`src/rtl/saturn_bus_program_sequencer.sv`:
```
// Saturn bus program sequencer: captures a 5-bit bus program from the control unit and
// replays it nibble-by-nibble onto the bus. Optional read watchdog: SATURN_BUS_WATCHDOG_EN.
module saturn_bus_program_sequencer #(
    parameter int PROG_DEPTH = 31
`ifdef SATURN_BUS_WATCHDOG_EN
    ,
    parameter int WDOG_READS = 256
`endif
) (
    input  logic       i_clk,
    input  logic       i_reset,
    input  logic [3:0] i_phases,
    input  logic       i_debug_cycle,
    input  logic [4:0] i_program_data,
    input  logic [4:0] i_program_address,
    input  logic       i_no_read,
    input  logic [3:0] i_bus_nibble,
    output logic       o_bus_strobe,
    output logic       o_bus_cmd,
    output logic [3:0] o_bus_data,
    output logic       o_bus_busy,
    output logic [3:0] o_nibble,
    output logic       o_nibble_valid,
    output logic       o_error
);

    localparam logic [4:0] IDLE_ADDR = 5'd31;
    localparam logic [3:0] PC_READ   = 4'h2;
    localparam logic [3:0] DP_READ   = 4'h3;

    typedef enum logic [1:0] {S_IDLE, S_SEND, S_READ} state_t;

    state_t     state_q, state_d;
    logic [4:0] prog_len_q, prog_len_d;
    logic [4:0] exec_ptr_q, exec_ptr_d;
    logic [4:0] last_addr_q, last_addr_d;
    logic       last_read_cmd_q, last_read_cmd_d;
    logic       strobe_q, strobe_d;
    logic       cmd_q, cmd_d;
    logic [3:0] data_q, data_d;
    logic [3:0] nibble_q, nibble_d;
    logic       valid_q, valid_d;
    logic       error_q, error_d;
`ifdef SATURN_BUS_WATCHDOG_EN
    logic [7:0] wdog_cnt_q, wdog_cnt_d;
`endif

    logic [4:0] prog_mem [PROG_DEPTH];
    logic [4:0] entry;
    logic [4:0] wr_len;
    logic       write_det;
    logic       mem_we;
    logic       phase3_unused;

    assign phase3_unused = i_phases[3];
    assign entry         = prog_mem[exec_ptr_q];
    assign wr_len        = i_program_address + 5'd1;
    assign write_det     = !i_debug_cycle && (i_program_address != last_addr_q) &&
                           (i_program_address != IDLE_ADDR);
    // Writes landing while the program is being replayed are dropped and flagged.
    assign mem_we        = write_det && (state_q != S_SEND);

    // NOTE: the program buffer has no reset; a reset only clears prog_len, which is
    // what makes stale entries unreachable. Resetting storage would cost a mux per bit.
    always_ff @(posedge i_clk) begin
        if (mem_we) begin
            prog_mem[i_program_address] <= i_program_data;
        end
    end

    // NOTE: every _d gets a hold/idle default first so no path leaves it unassigned,
    // which would otherwise infer a latch.
    always_comb begin
        state_d         = state_q;
        prog_len_d      = prog_len_q;
        exec_ptr_d      = exec_ptr_q;
        last_addr_d     = last_addr_q;
        last_read_cmd_d = last_read_cmd_q;
        strobe_d        = 1'b0;
        cmd_d           = cmd_q;
        data_d          = data_q;
        nibble_d        = nibble_q;
        valid_d         = 1'b0;
        error_d         = error_q;
`ifdef SATURN_BUS_WATCHDOG_EN
        wdog_cnt_d      = wdog_cnt_q;
`endif
        if (!i_debug_cycle) begin
            last_addr_d = i_program_address;
            if (mem_we) begin
                if (wr_len > prog_len_q) prog_len_d = wr_len;
                if (i_program_data[4]) begin
                    last_read_cmd_d = (i_program_data[3:0] == PC_READ) ||
                                      (i_program_data[3:0] == DP_READ);
                end
            end
            case (state_q)
                S_IDLE: begin
                    if (i_phases[0] && (prog_len_q != 5'd0) && !write_det) begin
                        state_d    = S_SEND;
                        exec_ptr_d = 5'd0;
                    end
                end
                S_SEND: begin
                    if (write_det) error_d = 1'b1;
                    if (i_phases[1]) begin
                        strobe_d   = 1'b1;
                        cmd_d      = entry[4];
                        data_d     = entry[3:0];
                        exec_ptr_d = exec_ptr_q + 5'd1;
                        if (exec_ptr_q == prog_len_q - 5'd1) begin
                            state_d    = last_read_cmd_q ? S_READ : S_IDLE;
                            prog_len_d = 5'd0;
                            exec_ptr_d = 5'd0;
`ifdef SATURN_BUS_WATCHDOG_EN
                            wdog_cnt_d = 8'd0;
`endif
                        end
                    end
                end
                S_READ: begin
                    // Ending the read stream wins over a same-cycle phase-2 read.
                    if (i_no_read) begin
                        state_d = S_IDLE;
                    end else if (i_phases[2]) begin
                        strobe_d = 1'b1;
                        cmd_d    = 1'b0;
                        nibble_d = i_bus_nibble;
                        valid_d  = 1'b1;
`ifdef SATURN_BUS_WATCHDOG_EN
                        wdog_cnt_d = wdog_cnt_q + 8'd1;
                        if (wdog_cnt_q == 8'(WDOG_READS - 1)) begin
                            error_d = 1'b1;
                            state_d = S_IDLE;
                        end
`endif
                    end
                end
                default: state_d = S_IDLE;
            endcase
        end
    end

    // NOTE: sequential state uses non-blocking assignments only, so every flop samples
    // the pre-edge values regardless of statement order.
    always_ff @(posedge i_clk) begin
        if (!i_reset) begin
            state_q         <= S_IDLE;
            prog_len_q      <= 5'd0;
            exec_ptr_q      <= 5'd0;
            last_addr_q     <= IDLE_ADDR;
            last_read_cmd_q <= 1'b0;
            strobe_q        <= 1'b0;
            cmd_q           <= 1'b0;
            data_q          <= 4'd0;
            nibble_q        <= 4'd0;
            valid_q         <= 1'b0;
            error_q         <= 1'b0;
`ifdef SATURN_BUS_WATCHDOG_EN
            wdog_cnt_q      <= 8'd0;
`endif
        end else begin
            state_q         <= state_d;
            prog_len_q      <= prog_len_d;
            exec_ptr_q      <= exec_ptr_d;
            last_addr_q     <= last_addr_d;
            last_read_cmd_q <= last_read_cmd_d;
            strobe_q        <= strobe_d;
            cmd_q           <= cmd_d;
            data_q          <= data_d;
            nibble_q        <= nibble_d;
            valid_q         <= valid_d;
            error_q         <= error_d;
`ifdef SATURN_BUS_WATCHDOG_EN
            wdog_cnt_q      <= wdog_cnt_d;
`endif
        end
    end

    assign o_bus_strobe   = strobe_q;
    assign o_bus_cmd      = cmd_q;
    assign o_bus_data     = data_q;
    assign o_bus_busy     = (state_q == S_SEND);
    assign o_nibble       = nibble_q;
    assign o_nibble_valid = valid_q;
    assign o_error        = error_q;

endmodule

```
`config.mk`:
```
export PLATFORM = sky130hd
export DESIGN_NAME = saturn_bus_program_sequencer
export DESIGN_NICKNAME = d
export VERILOG_FILES = /design/src/rtl/saturn_bus_program_sequencer.sv
export SDC_FILE = /design/constraint.sdc
export NUM_CORES = 1
export LEC_CHECK = 0
export CORE_MARGIN = 10
export CORE_UTILIZATION = 55
export CTS_BUF_LIST = sky130_fd_sc_hd__clkbuf_8
export CTS_CLUSTER_SIZE = 28
export DETAILED_ROUTE_END_ITERATION = 10
export PLACE_DENSITY = 0.75
export SYNTH_ARGS = -nofsm -noshare
export SYNTH_HDL_FRONTEND = slang
export SYNTH_SLANG_ARGS = --single-unit
```
`constraint.sdc`:
```
create_clock -name i_clk -period 2.76 [get_ports i_clk]
set_input_delay 0.828 -clock i_clk [delete_from_list [all_inputs] [get_ports i_clk]]
set_output_delay 0.828 -clock i_clk [all_outputs]
set_load 0.02 [all_outputs]
```
# Yosys cells after proc, flatten, opt, wreduce, memory -nomap -nowiden
# Memories as Yosys holds them, arrays and structs flattened. A register that Yosys moved wholly into a read port is not among the register bits.
# Index checks and enable logic that the tools add are counted.
word_totals:
  mem_bits_rw: 155
  ff_bits: 30
  output_inout_bits: 13
  inputBits: 22
  elab_cells: 82
  n_memories: 1
memory_table:
  columns: ["memory", "words", "width", "rd", "rd_ports_with_merged_regs", "wr", "line_no", "source"]
  rows:
  - ["prog_mem", 31, 5, 1, 1, 1, "48", "logic [4:0] prog_mem [PROG_DEPTH];"]
classes:
  order_cmp: 1
  n_reduce_logical: 21
  bitwise: 4
  n_eq_ne: 14
  n_addsub: 3
  muxes: 27
op_table:
  columns: ["op", "count"]
  rows:
  - ["2-to-1 mux 5 bit", 10]
  - ["adder 5 x 1 -> 5 bit (second input constant)", 2]
  - ["2-to-1 mux 2 bit", 5]
  - ["!= test 2 bit (second input constant)", 5]
  - ["case mux 5 bit (2 select lines)", 1]
  - ["AND reduction 5 bit", 2]
  - ["AND reduction 3 bit", 3]
  - ["== test 4 x 2 -> 1 bit (second input constant)", 2]
  - ["2-to-1 mux 1 bit", 8]
  - ["AND reduction 4 bit", 2]
  - ["case mux 2 bit (3 select lines)", 1]
  - ["== test 5 bit", 1]
  - ["> comparator 5 bit", 1]
  - ["logical AND 1 bit", 5]
  - ["!= test 5 bit", 1]
  - ["!= test 5 bit (second input constant)", 1]
  - ["nonzero test 5 bit", 1]
  - ["subtractor 5 x 1 -> 5 bit (second input constant)", 1]
  - ["!= test 2 x 1 -> 1 bit (second input constant)", 2]
  - ["inverter 1 bit", 4]
  - ["case mux 1 bit (2 select lines)", 2]
  - ["nonzero test 2 bit", 2]
  - ["OR reduction 3 bit", 1]
  - ["== test 2 x 1 -> 1 bit (second input constant)", 1]
  - ["other kinds (5)", 6]

# Longest topological paths before layout
# Gate-level depths: netlist of run 1.
depth:
  depth_word: 9
  ltp_mapped: 9
  depth_no_buf: 9

# Worst setup path before layout of run 1
# OpenSTA, ideal clock, no wires.
synth_path:
  kind: "in2reg"
  startpoint: "in i_program_address[0]"
  endpoint: "mem prog_mem[0][0], enable pin"
  setup_time_ns: 0.339
  slack_ns: 0.083
  arrival_ns: 2.338
  n_path_buf: 0
  t_required_ns: 2.421
  cell_stages: 6
  cell_sequence: "ha_1 > and3_1 > ha_1 > a2111oi_4 > nand2_1 > nor2_1"
synth_via:
  elab_chain_len: 6
  elab_cells_between_ends: 7
  classes_between: "2 x eq/ne; 2 x mux; 3 x reduce/logical"
synth_rtl:
  columns: ["item", "line_no", "source"]
  rows:
  - ["start, declared", "15", "input logic [4:0] i_program_address,"]
  - ["!= test 5 bit", "58", "assign write_det = !i_debug_cycle && (i_program_address != last_addr_q) &&"]
  - ["logical AND 1 bit (2 in a row)", "58", null]
  - ["logical AND 1 bit", "61", "assign mem_we = write_det && (state_q != S_SEND);"]
  - ["2-to-1 mux 1 bit", "66", "if (mem_we) begin"]
  - ["2-to-1 mux 1 bit (not written as such)", "67", "prog_mem[i_program_address] <= i_program_data;"]
  - ["end, declared", "48", null]
# Several ways; a longest one is shown, not always the timed one.

# Final worst setup path of run 1
layout_path:
  startpoint: "in i_program_address[1]"
  endpoint: "mem prog_mem[2][2], enable pin"
# Same word-level chain as after synthesis.

==> results by group, run 1 <==
Run status
  • Status: finished, final reports clean

Worst setup path
  • CP Capture Point: prog_mem[2][2]
  • Critical Path Fanout Max: 8
  • FF-to-FF path depth: 6
  • Worst R2R Setup Slack: roughly 430 ps
  • Crit. Startpoint: i_program_address[1]
  • Worst Path Buf+Inv: 4
  • FF-to-FF End: o_bus_data[3]
  • Worst endpoint data arrival time: about 2900 ps
  • CP startpoint kind: input port
  • WP depth: 9
  • Critical path, cell by cell: clkdlybuf4s50_1 > buf_4 > xor2_1 > nor3_2 > a2111oi_4 > nand2_1 > buf_4 > nor2_1 > buf_4
  • Critical path endpoint category: flip-flop
  • Top Family by Delay on Critical Path: buffers and inverters
  • Slowest stage delay, CP: between 400 and 500 ps
  • Crit path kind: in -> reg
  • Slowest stage cell, crit path: clkdlybuf4s50_1
  • CP dominant cell by count: buf_4
  • Worst Path Required: around 3000 ps

Route
  • DR pass1 iterations: 7
  • DRT iter0 DRCs: 416
  • Via count: roughly 4800
  • Antenna viol nets, final: 0
  • Routed len/inst: approximately 20 µm
  • WL final: 16.8 mm
  • DR vias/cell: around 5.8
  • DRC viols: 0

Pwr
  • Leak: 3.24 nW
  • VDD IR max: between 0.3 and 0.4 mV
  • Sequential power share: 59.8%
  • Logic pwr share: 8.6%
  • Switching part of the total: around a quarter
  • Clk pwr share: between 30% and 40%
  • Total power: about 5.3 mW
  • Internal power: approximately 4.0 mW
  • Pwr dens: between 500 and 600 mW/mm²
  • NetSw: around 1.2 mW

GRT
  • Vias in the first global route: just under 5000
  • GRT overflow: 0
  • First-pass GRT wire length: between 20 and 30 mm
  • Pin count of the biggest net entering global routing: 38
  • Antenna violations before repair: 0
  • Total Routing Usage GR: ~17%

Placement
  • Post-DP HPWL: between 10 and 15 mm
  • Placed cells: between 700 and 800
  • Number of port buffers: 33
  • GP Congestion: 0.811
  • Post-DP Area: between 0.009 and 0.01 mm²

Clocking
  • Root buffer cell: clkbuf_8
  • Clock transition at path regs: roughly 100 ps
  • CTS max path bufs: 2
  • CTS tree: yes
  • H-tree levels: 4
  • Num CTS Buffers: 17
  • Clk_lat worst skew: 460 ps
  • Clock Sinks: 190

Timing
  • Clock skew: roughly 14 ps
  • Min Hold Slack: roughly 470 ps
  • Final hold violations: 0
  • Count of final setup violators: 0
  • Fmax: between 300 and 400 MHz
  • Fin crit share: roughly 98%
  • Worst slew pin tran: around 600 ps
  • Setup Total Neg Slack: 0 ps
  • Final Critical Period: ~2700 ps
  • Final Max Tran Viols: 0
  • Rel. slew slack: around three fifths

Floorplan
  • Die Height: roughly 140 µm
  • Starting density of the core: a little under three fifths
  • Placeable Area: roughly 0.014 mm²
  • Top Ports: 35
  • Die W: around 140 µm
  • Site Rows: 44
  • Die Area: 0.0199 mm²

Synth
  • Number of synthesized flops with an enable pin: 155
  • Ranking of synthesized cells by area: edfxtp_1 (58%), dfxtp_1 (8.7%), mux4_2 (8.4%)
  • Post-synthesis compound-gate area fraction: around 5.7%
  • Synth Area in Simple Gates: 8.36%
  • Combinational family with the most area after synthesis: multiplexers
  • Mapped Nets: around 560
  • Synth Area in XOR/XNOR: ~1.4%
  • Avg Synthesized Cell Area: between 15 and 20 µm²
  • Post-synthesis mux area share: 13.3%
  • Synth Instances: 517
  • Post-synth top area share: around 58%
  • #FFs+latches synth: 190
  • Post-synthesis sequential area ratio: roughly 66%
  • Synth Area in Adders: approximately 2.5%
  • Cell Area, Synth: 0.00807 mm²
  • Netlist cell types: 57
  • Async S/R FF share, synth: 0%
  • Leading area contributor after synthesis: edfxtp_1
  • Top FF cell, synth: edfxtp_1
  • Yosys warning count: 0

Finish
  • Commonest non-fill, non-tap cell in the layout: edfxtp_1
  • Diode count: 0
  • Share of post-route cells with drive strength above 1: between 20% and 30%
  • Most frequent cells in the layout: edfxtp_1 (155), buf_4 (83), nor2_1 (45), nand2_1 (37)
  • Net count reported at finish: between 600 and 700
  • Final instance area: 0.00954 mm²
  • P&R area growth vs syn: 18.3%
  • Fin cells: roughly 830

Flow run
  • Max-cap violations: 0

Hold path
  • Hold crit path type: reg -> reg
-- per-stage QoR --
| stage | setup WS [ps] | util (%) |
|---|---|---|
| global route | -9.23 | 65.9 |
| floorplan | 83.0 | - |
| finish | 68.2 | 65.9 |
| global placement | -469 | 63.1 |
| detailed placement | -612 | 63.1 |
| CTS | 9.97 | 65.7 |
-- layer usage --
layer	track usage, %	part of all wire, %	up-vias
met5	0	0	-
li1	-	-	2224
met1	22.2	43	2424
met2	28.1	49	150
met3	5.11	6.6	19
met4	5.11	1.2	0
-- worst reg2reg max path, stage by stage, from the launching register on --
cell       delay [ps]
dfxtp_2           700
buf_4             260
mux4_2            300
nor2b_1           140
a2111oi_0         570
buf_4             210
nor4_1             40
-- state kept, by name (all words and copies together) (netlist names), named ones only --
signal / cells
exec_ptr_q: 5
last_addr_q: 5
last_read_cmd_q: 1
o_bus_cmd: 1
o_bus_data: 4
o_bus_strobe: 1
o_error: 1
o_nibble: 4
o_nibble_valid: 1
prog_len_q: 5
prog_mem: 155
state_q: 2
-- area by class of cell --
cell class,instances,area [µm²]
clock buffers,17,234
clock inverters,15,124
inverters,14,52.6
fillers,988,4940
repair buffers,118,993
multi-input cells,287,2550
flip-flops and latches,190,5360
well taps,184,230
-- cell usage after synthesis, types with 4 or more instances --
cell type and number:
edfxtp_1 155, nor2_1 45, nand2_1 37, dfxtp_1 35, mux4_2 30, mux2i_1 21
ha_1 16, nand3_1 15, inv_1 14, clkbuf_1 12, o21ai_0 12, nor2b_1 10
xor2_1 8, a211oi_1 7, mux4_1 7, a21oi_1 6, a31oi_1 5, buf_2 5
nand3b_1 5, nand4_1 5, o211ai_1 5, xnor2_1 5, o22ai_1 4
-- worst min-delay path by stage --
stage | from | endpoint | slack (ps) | depth (start not counted)
floorplan | last_read_cmd_q | state_q[1] | 440 | 2
finish | o_error | o_error | 470 | 1
global placement | o_error | o_error | 450 | 1
CTS | o_error | o_error | 480 | 1
detailed placement | o_error | o_error | 450 | 1
global route | o_error | o_error | 510 | 1
-- cells by family after synthesis --
| family | count (synthesis) |
|---|---|
| AOI/OAI and AO/OA | 62 |
| xor gates and xnor gates | 13 |
| adders and majority gates | 16 |
| buffers and inverters | 40 |
| DFF | 190 |
| muxes | 58 |
| and+or+nand+nor | 138 |
-- what timing repair did --
item,in CTS,in global routing
pin swaps,1,2
endpoints found under the hold margin,0,0
resized for setup,1,3
setup buffers,1,0
endpoints found under the setup margin,4,65
hold buffers,0,0
-- power by group through the flow --
stage                     logic [mW]  registers, mW  clock network (mW)
final                          0.453           3.15                1.67
after global routing           0.496           3.16                1.82
after CTS                      0.445           3.15                1.70
after detailed placement       0.437           3.22                   0
after global placement         0.422           3.22                   0
after floorplan                0.236           3.22                   0
Power figures use the tool's default switching activity.
==> run 2: changes to the inputs <==
--- a/config.mk
+++ b/config.mk
@@ -6,11 +6,12 @@
 export NUM_CORES = 1
 export LEC_CHECK = 0
 export CORE_MARGIN = 10
-export CORE_UTILIZATION = 55
+export CORE_UTILIZATION = 26
 export CTS_BUF_LIST = sky130_fd_sc_hd__clkbuf_8
+export CTS_CLUSTER_DIAMETER = 60
 export CTS_CLUSTER_SIZE = 28
 export DETAILED_ROUTE_END_ITERATION = 10
-export PLACE_DENSITY = 0.75
+export PLACE_DENSITY = 0.41
 export SYNTH_ARGS = -nofsm -noshare
 export SYNTH_HDL_FRONTEND = slang
 export SYNTH_SLANG_ARGS = --single-unit
==> results by group, run 2 (synthesis gave the netlist of run 1 again) <==
Clocking
  • # hold bufs at CTS: 0 (unchanged)
  • Clock Sinks: 190 (unchanged)
  • H-tree levels: 4 (unchanged)
  • Clk_lat worst skew: 470 ps (about the same)
  • Num CTS Buffers: 17 (unchanged)
  • Root buffer cell: clkbuf_8
  • Clock transition at path regs: 110 ps (about the same)
  • CTS tree: yes
  • CTS max path bufs: 2 (unchanged)

Finish
  • Total of fill cells in the finished design: 3009 (+200%)
  • Largest Register: prog_mem
  • Share of post-route cells with drive strength above 1: 25.2% (+0.74 points)
  • Max reg flops: 155 (unchanged)
  • P&R area growth vs syn: 22.5%
  • Diode count: 0 (unchanged)
  • Net count reported at finish: 659 (-1.1%)
  • Commonest non-fill, non-tap cell in the layout: edfxtp_1
  • Most frequent cells in the layout: edfxtp_1 (155), buf_4 (69), nor2_1 (38), nand2_1 (37), dfxtp_1 (33)
  • Fin util: 32.3% (-34 points)
  • Area of the multi-input gates: 0.00255 mm² (about the same)
  • Final instance area: 0.00988 mm² (+3.6%)
  • Reg area: 0.00536 mm² (unchanged)

Floorplan
  • Top Ports: 35 (unchanged)
  • Die Height: 196 µm (+39%)
  • Die W: 196 µm (+39%)
  • Site Rows: 64 (+45%)
  • Die Area: 0.0385 mm² (+93%)
  • Starting density of the core: 26.4% (-29 points)
  • Placeable Area: 0.0306 mm² (+110%)

Worst setup path
  • Worst Path Buf+Inv: 2 (-2)
  • FF-to-FF End: o_bus_cmd
  • Crit. Startpoint: i_program_address[1]
  • CP startpoint kind: input port
  • Slowest stage delay, CP: 430 ps (-50 ps)
  • Critical Path Fanout Max: 4 (-4)
  • Worst endpoint data arrival time: 3090 ps (+220 ps)
  • Worst R2R Setup Slack: 490 ps (+60 ps)
  • Critical path, cell by cell: clkdlybuf4s50_1 > ha_2 > and3_1 > ha_1 > ha_1 > nand4_1 > nor2_1 > a211oi_2 > nor3b_2 > buf_4 > mux2i_1
  • R2R Path Start: state_q[1]
  • Critical path endpoint category: flip-flop
  • CP dominant cell by count: ha_1
  • Worst Path Required: 3160 ps (+220 ps)
  • Top Family by Delay on Critical Path: adder cells
  • FF-to-FF path depth: 7 (+1)
  • Slowest stage cell, crit path: clkdlybuf4s50_1
  • Crit path kind: in -> reg

Run status
  • Status: finished, final reports clean

Hold path
  • Worst Hold Endpoint: state_q[0]
  • Hold Path Depth: 2 (+1)
  • Hold Startpoint: state_q[0]
  • Hold crit path type: reg -> reg

Route
  • Routed len/inst: 19.7 µm (-3.6%)
  • DRC viols: 0 (unchanged)
  • DR pass1 iterations: 5 (-2)
  • DR vias/cell: 4.58 (-22%)
  • Via count: 4717 (-2.1%)
  • WL final: 20.2 mm (+20%)
  • DRT iter0 DRCs: 318 (-24%)
  • Antenna viol nets, final: 0 (unchanged)

Flow run
  • Max-cap violations: 0 (unchanged)

GRT
  • First-pass GRT wire length: 31.2 mm (+17%)
  • Pin count of the biggest net entering global routing: 33 (-13%)
  • Antenna violations before repair: 0 (unchanged)
  • Vias in the first global route: 4987 (+1.1%)
  • GRT overflow: 0 (unchanged)
  • Total Routing Usage GR: 10.7% (-6.7 points)

Placement
  • Pre-CTS setup slack: -577 ps (+34.3 ps)
  • Post-DP HPWL: 13.7 mm (+16%)
  • GP Congestion: 0.758 (-6.5%)
  • Post-DP Area: 0.00938 mm² (+2.6%)
  • Number of port buffers: 33 (unchanged)

Timing
  • Min Hold Slack: 487 ps (+12.9 ps)
  • Count of final setup violators: 0 (unchanged)
  • Final hold violations: 0 (unchanged)
  • Worst setup margin: 68.2 ps (-0.0156 ps)
  • RSZ-0062 raised after global routing: yes
  • Rel. slew slack: 51.1% (-7.6 points)
  • Fmax: 372 MHz (about the same)
  • Clock skew: 16.8 ps (+2.71 ps)
  • Worst slew pin tran: 733 ps (+129 ps)
  • Final Max Tran Viols: 0 (unchanged)
  • Fin crit share: 97.5% (about the same)
  • Final Critical Period: 2690 ps (+0.0156 ps)

Pwr
  • Leak: 3.26 nW (+0.63%)
  • Pwr dens: 562 mW/mm² (+1.7%)
  • VDD IR max: 0.286 mV (-9.7%)
[run 2: cell types whose count changed in the layout (fill, tap and decap cells not counted), moves of 5 or more]
| cell | previous run | this run |
|---|---|---|
| buf_4 | 83 | 69 |
| clkinvlp_4 | 5 | 0 |
| nor2_1 | 45 | 38 |
| nor2_2 | 0 | 7 |
[run 2: layout make-up]
class                           instances  share of cell area, %
Sequential cell                       190                   54.2
Multi-Input combinational cell        287                   25.8
Timing Repair Buffer                  111                   10.0
Tap cell                              396                   5.01
Clock buffer                           17                   2.37
Clock inverter                         15                   1.99
Inverter                               14                  0.532
[run 2: tightest hold or removal path, cell delays in order, from the launching register on]
cell and delay, ps:
dfxtp_1 340, nand2_1 60, mux2i_1 50
[run 2: timing repair]
| action | in CTS | in global routing |
|---|---|---|
| pin swaps | 1 | 1 |
| buffers inserted | 1 | 2 |
| gates resized for setup | 1 | 15 |
| setup endpoints to repair | 5 | 163 |
| hold endpoints to repair | 0 | 0 |
| cloned | 0 | 0 |
[run 2: per-stage QoR]
step | TNS (ps) | total power, mW | cells
after floorplan | 0 | 3.45 | 517
after global placement | -71690 | 3.67 | 995
after detailed placement | -72740 | 3.68 | 995
after CTS | 0 | 5.62 | 1028
after global routing | -26.1 | 5.77 | 1030
final | 0 | 5.55 | 1030
[run 2: routing by layer]
metal	GRT usage, %	vias to the layer above	routed length (µm)
met4	3.03	0	204
li1	-	2213	-
met1	14.7	2417	10000
met5	0	-	0
met3	2.20	10	655
met2	16.6	77	9350
[run 2: worst max path at each step]
| stage | end | cells after the start | slack (ps) |
|---|---|---|---|
| floorplan | prog_mem[0][0] | 6 | 80 |
| global placement | prog_len_q[1] | 10 | -530 |
| detailed placement | prog_len_q[0] | 10 | -580 |
| CTS | prog_len_q[0] | 11 | 10 |
| global route | prog_len_q[0] | 11 | -20 |
| finish | prog_len_q[0] | 11 | 70 |
[run 2: power breakdown]
part / total, mW / switching [mW] / internal [mW] / leakage (nW)
logic: 0.465 / 0.257 / 0.209 / 1.37
clock network: 1.93 / 1.21 / 0.721 / 0.212
registers: 3.16 / 0.0261 / 3.13 / 1.68
total: 5.55 / 1.49 / 4.06 / 3.26
==> run 3: changes to the inputs <==
--- a/config.mk
+++ b/config.mk
@@ -12,6 +12,7 @@
 export CTS_CLUSTER_SIZE = 28
 export DETAILED_ROUTE_END_ITERATION = 10
 export PLACE_DENSITY = 0.41
+export SLEW_MARGIN = 20
 export SYNTH_ARGS = -nofsm -noshare
 export SYNTH_HDL_FRONTEND = slang
 export SYNTH_SLANG_ARGS = --single-unit
==> results of run 3 <==
Final layout, timing and power as in run 2 (identical DEF).
==> RTL change 1 (settings of run 1) <==
Change the parameter `PROG_DEPTH` from 31 to 62.
--- a/src/rtl/saturn_bus_program_sequencer.sv
+++ b/src/rtl/saturn_bus_program_sequencer.sv
@@ -3,3 +3,3 @@
 module saturn_bus_program_sequencer #(
-    parameter int PROG_DEPTH = 31
+    parameter int PROG_DEPTH = 62
 `ifdef SATURN_BUS_WATCHDOG_EN
Function: no difference found for any inputs over 4 cycles, from zero or initial values and one cycle with i_reset low; that may be too few to reach the edited logic, so the function may still have changed.
==> RTL change 1 against run 1 <==
- register-to-register slack got worse by 0.13 ns
- highest routed layer unchanged
- non-clock buffer count decreased by 4
- largest power group unchanged
- total power increased by 5.9%
- final area grew 1.4%
- worst setup slack improved by 0.094 ns
- sequential cell count is 5 higher
- wire length is 1.8% higher
- area after synthesis rose by 1.3%
==> RTL change 1: results (changes against run 1) <==
- Status: completed (unchanged)
- Yosys cell types: 52 (was 57)
- Post-synthesis sequential area ratio: 0.6734 (was 0.6637)
- Clock Skew: 0.01583 ns (was 0.01413 ns)
- Critical path's slowest cell: a211o_1 (was clkdlybuf4s50_1)
- Iteration-0 DRC Markers: 455 (was 416)
- CP delay by family, top: compound AO/OA/AOI/OAI gates (was buffers and inverters)
- R2R setup slack: 0.30 ns (was 0.43 ns)
- Vias in the first global route: 4910 (was 4933)
- Least-Margin Pin Slew: 0.7031 ns (was 0.6038 ns)
- Maximum VDD drop: 0.3929 mV (was 0.3163 mV)
- Crit path capture: prog_len_q[3] (was prog_mem[2][2])
- Worst-case setup slack after placement: -0.5701 ns (was -0.6115 ns)
- Routability cong.: 0.8520 (was 0.8110)
- Fillers: 1006 (was 988)
- DR pass1 iterations: 5 (was 7)
- Cells on Worst Hold Path: 2 (was 1)
- PostCTS Resize Cnt: 2 (was 1)
- Nets: 645 (was 666)
- Seq. pwr: 3240 uW (was 3150 uW)
- Post-CTS Setup Repair Bufs: 0 (was 1)
- WHS: 0.4790 ns (was 0.4739 ns)
- Synth area leaders: edfxtp_1, mux4_2, dfxtp_1 (was edfxtp_1, dfxtp_1, mux4_2)
- Critical path startpoint: i_program_address[0] (was i_program_address[1])
- First-pass GRT wire length: 27220 um (was 26590 um)
- Syn nets: 541 (was 555)
- Clk slew on worst S/H paths: 0.10 ns (about the same)
- Largest net degree at the start of global routing: 35 (was 38)
- Post-synth EDFFs: 160 (was 155)
- Arrival @ worst endpoint: 2.96 ns (was 2.87 ns)
- Top cells by count, synth: edfxtp_1, nor2_1, mux4_2 (was edfxtp_1, nor2_1, nand2_1)
- R2R cell count: 8 (was 6)
- Final setup margin: 0.1623 ns (was 0.06823 ns)
- Highest cell delay on the worst timing path: 0.31 ns (was 0.48 ns)
- Critical path fanouts, max: 6 (was 8)
- Fraction of layout cells with a size suffix above 1: 0.2790 (was 0.2449)
- Max FFs per register: 160 (was 155)
- Vias per cell: 5.912 (was 5.839)
- Dpl hpwl: 11850 um (was 11770 um)
- Switching portion of total power: 0.2375 (was 0.2329)
- Leak: 0.003253 uW (was 0.003240 uW)
- Post-Route WL: 17110 um (was 16820 um)
[RTL change 1: cell types whose count changed after synthesis, moves of 5 or more]
| cell | before | now |
|---|---|---|
| mux4_2 | 30 | 41 |
| nand3_1 | 15 | 5 |
| mux4_1 | 7 | 0 |
| a31oi_1 | 5 | 0 |
| nor2b_1 | 10 | 2 |
| edfxtp_1 | 155 | 160 |
[RTL change 1: per-layer routing]
| layer | GRT usage | up-vias | part of all wire |
|---|---|---|---|
| met5 | 0 | - | 0 |
| met4 | 0.06670 | 0 | 0.024 |
| met3 | 0.03738 | 31 | 0.057 |
| met2 | 0.2862 | 150 | 0.50 |
| met1 | 0.2285 | 2407 | 0.42 |
| li1 | - | 2165 | - |
[RTL change 1: through the flow]
step | instance area [um^2] | instances | TNS (ns) | power (uW) | utilization
2_1_floorplan | 8215 | 503 | 0 | 3568 | -
3_3_place_gp | 9248 | 772 | -50.07 | 3758 | 0.6363
3_5_place_dp | 9248 | 772 | -76.46 | 3781 | 0.6363
4_1_cts | 9648 | 804 | 0 | 5622 | 0.6638
5_1_grt | 9671 | 804 | 0 | 5791 | 0.6654
6_report | 9671 | 804 | 0 | 5588 | 0.6654
[RTL change 1: logic make-up (layout without fill, tap and decap cells)]
group,Yosys count,count (layout),synth area share
AO/OA/AOI/OAI,59,59,0.05556
XOR/XNOR,13,13,0.01622
adder cells (fa/ha/maj),16,16,0.02449
buffers and inverters,42,159,0.02495
flip-flops,195,195,0.6734
multiplexers,63,63,0.1399
AND/OR/NAND/NOR,115,115,0.06550
[RTL change 1: final cells by class]
type                       instances  area share
timing repair buffer             114      0.1012
sequential                       195      0.5694
clock inverter                    15     0.01747
tap                              184     0.02381
clock buffer                      17     0.02419
multi-input combinational        266      0.2589
inverter                          13    0.005046
==> RTL change 2 (config.mk and constraints of run 1) <==
Made on the original files. Re-encode `state_t` (3 states) as one-hot, 3 bits wide.
--- a/src/rtl/saturn_bus_program_sequencer.sv
+++ b/src/rtl/saturn_bus_program_sequencer.sv
@@ -30,3 +30,3 @@
 
-    typedef enum logic [1:0] {S_IDLE, S_SEND, S_READ} state_t;
+    typedef enum logic [2:0] {S_IDLE = 3'b001, S_SEND = 3'b010, S_READ = 3'b100} state_t;
 
Check against the original RTL: same outputs for any inputs over 4 cycles, from zero or initial values and one cycle with i_reset low; so few cycles prove little.
==> RTL change 2 against run 1 <==
- final area rose by 0.28%
- total power rose by 9.5%
- core utilization rose by 0.43 points
- count of clock-buffer cells in the layout did not move
- wire length rose by 4.1%
- critical path depth did not move
- sequential power rose by 1%
- non-clock buffer count did not move
- worst setup slack improved by 0.0043 ns
- sequential cell count rose by 1
- via count rose by 1.9%
- area after synthesis fell by 0.54%
==> RTL change 2: results (changes against run 1) <==
- Status: completed (unchanged)
- Cells on Worst Hold Path: 2 (was 1)
- Post-synthesis sequential area ratio: 0.6698 (was 0.6637)
- CP delay by family, top: adder cells (was buffers and inverters)
- DR pass1 iterations: 6 (was 7)
- Met2 usage: 0.2879 (was 0.2807)
- Buffers excl. clock: 118 (unchanged)
- Yosys cell types: 55 (was 57)
- Cell area after placement: 9091 um^2 (was 9141 um^2)
- Dpl hpwl: 11760 um (was 11770 um)
- Fraction of layout cells with a size suffix above 1: 0.2500 (was 0.2449)
- PostCTS Resize Cnt: 0 (was 1)
- Layout clock area frac: 0.04564 (was 0.03750)
- M1 GR Usage: 0.2227 (was 0.2224)
- Final setup margin: 0.07257 ns (was 0.06823 ns)
- Top cells by count, synth: edfxtp_1, nor2_1, dfxtp_1 (was edfxtp_1, nor2_1, nand2_1)
- Iteration-0 DRC Markers: 425 (was 416)
- R2R cell count: 8 (was 6)
- First-pass GRT wire length: 27320 um (was 26590 um)
- Synth-to-layout area growth: 19.22% (was 18.25%)
- Fillers: 1019 (was 988)
- Highest cell delay on the worst timing path: 0.43 ns (was 0.48 ns)
- Metal3 WL: 1042 um (was 1114 um)
- Placed insts: 795 (was 792)
- Max FFs per register: 155 (unchanged)
- Critical path fanouts, max: 4 (was 8)
- Critical path startpoint: i_program_address[0] (was i_program_address[1])
- Non-clk buf share: 0.1025 (was 0.1041)
- GR Layer Usage met3: 0.04468 (was 0.05106)
- Sequential cell count: 191 (was 190)
- Routability cong.: 0.8610 (was 0.8110)
- WL met2: 8618 um (was 8295 um)
- Met1 wire length: 7298 um (was 7210 um)
- Mean Syn Cell Area: 15.46 um^2 (was 15.61 um^2)
- Via count: 4909 (was 4817)
- Vias in the first global route: 4956 (was 4933)
- WHS: 0.4534 ns (was 0.4739 ns)
- Largest net degree at the start of global routing: 36 (was 38)
- Maximum VDD drop: 0.3614 mV (was 0.3163 mV)
- Tot GR Track Use: 0.1784 (was 0.1738)
- Inverters: 10 (was 14)
- Synth area leaders: edfxtp_1, dfxtp_1, mux4_2 (unchanged)
- Least-Margin Pin Slew: 0.9318 ns (was 0.6038 ns)
- Post-CTS Setup Repair Bufs: 0 (was 1)
- Leak: 0.003306 uW (was 0.003240 uW)
- Register area: 5376 um^2 (was 5358 um^2)
- Worst-case setup slack after placement: -0.4736 ns (was -0.6115 ns)
- Syn nets: 554 (was 555)
- Arrival @ worst endpoint: 3.05 ns (was 2.87 ns)
==> RTL change 2: changes by cell type after synthesis, sizes merged, moves of 4 or more <==
cell / delta
a21boi: +4
nor2b: -7
nor3: +5
mux2i: -4
a22oi: +4
nand2: -9
inv: -4
a211oi: -4
nor2: +10
and3: +5
nand3b: +6
==> RTL change 2: worst paths after layout <==
kind,to
max,prog_len_q[1]
min,o_error
max reg2reg,flop
min reg2reg,o_error
==> RTL change 2: kinds of logic (layout without fill, tap and decap cells) <==
group	after synthesis	count (layout)	synth area share
buffers and inverters	35	160	0.02198
muxes	54	54	0.1250
AOI/OAI and AO/OA	66	66	0.05706
and+or+nand+nor	145	145	0.08950
xor gates and xnor gates	15	15	0.01637
DFF	191	191	0.6698
adders and majority gates	13	13	0.02027
==> RTL change 2: power by group <==
group	switching (uW)	internal, uW
clock network	1030	927
registers	41.9	3150
logic	319	311
total	1390	4380
==> RTL change 2: tightest hold or removal path: stages (launching register included) <==
cell	delay, ns
dfxtp_1	0.32
inv_1	0.04
a21oi_1	0.05
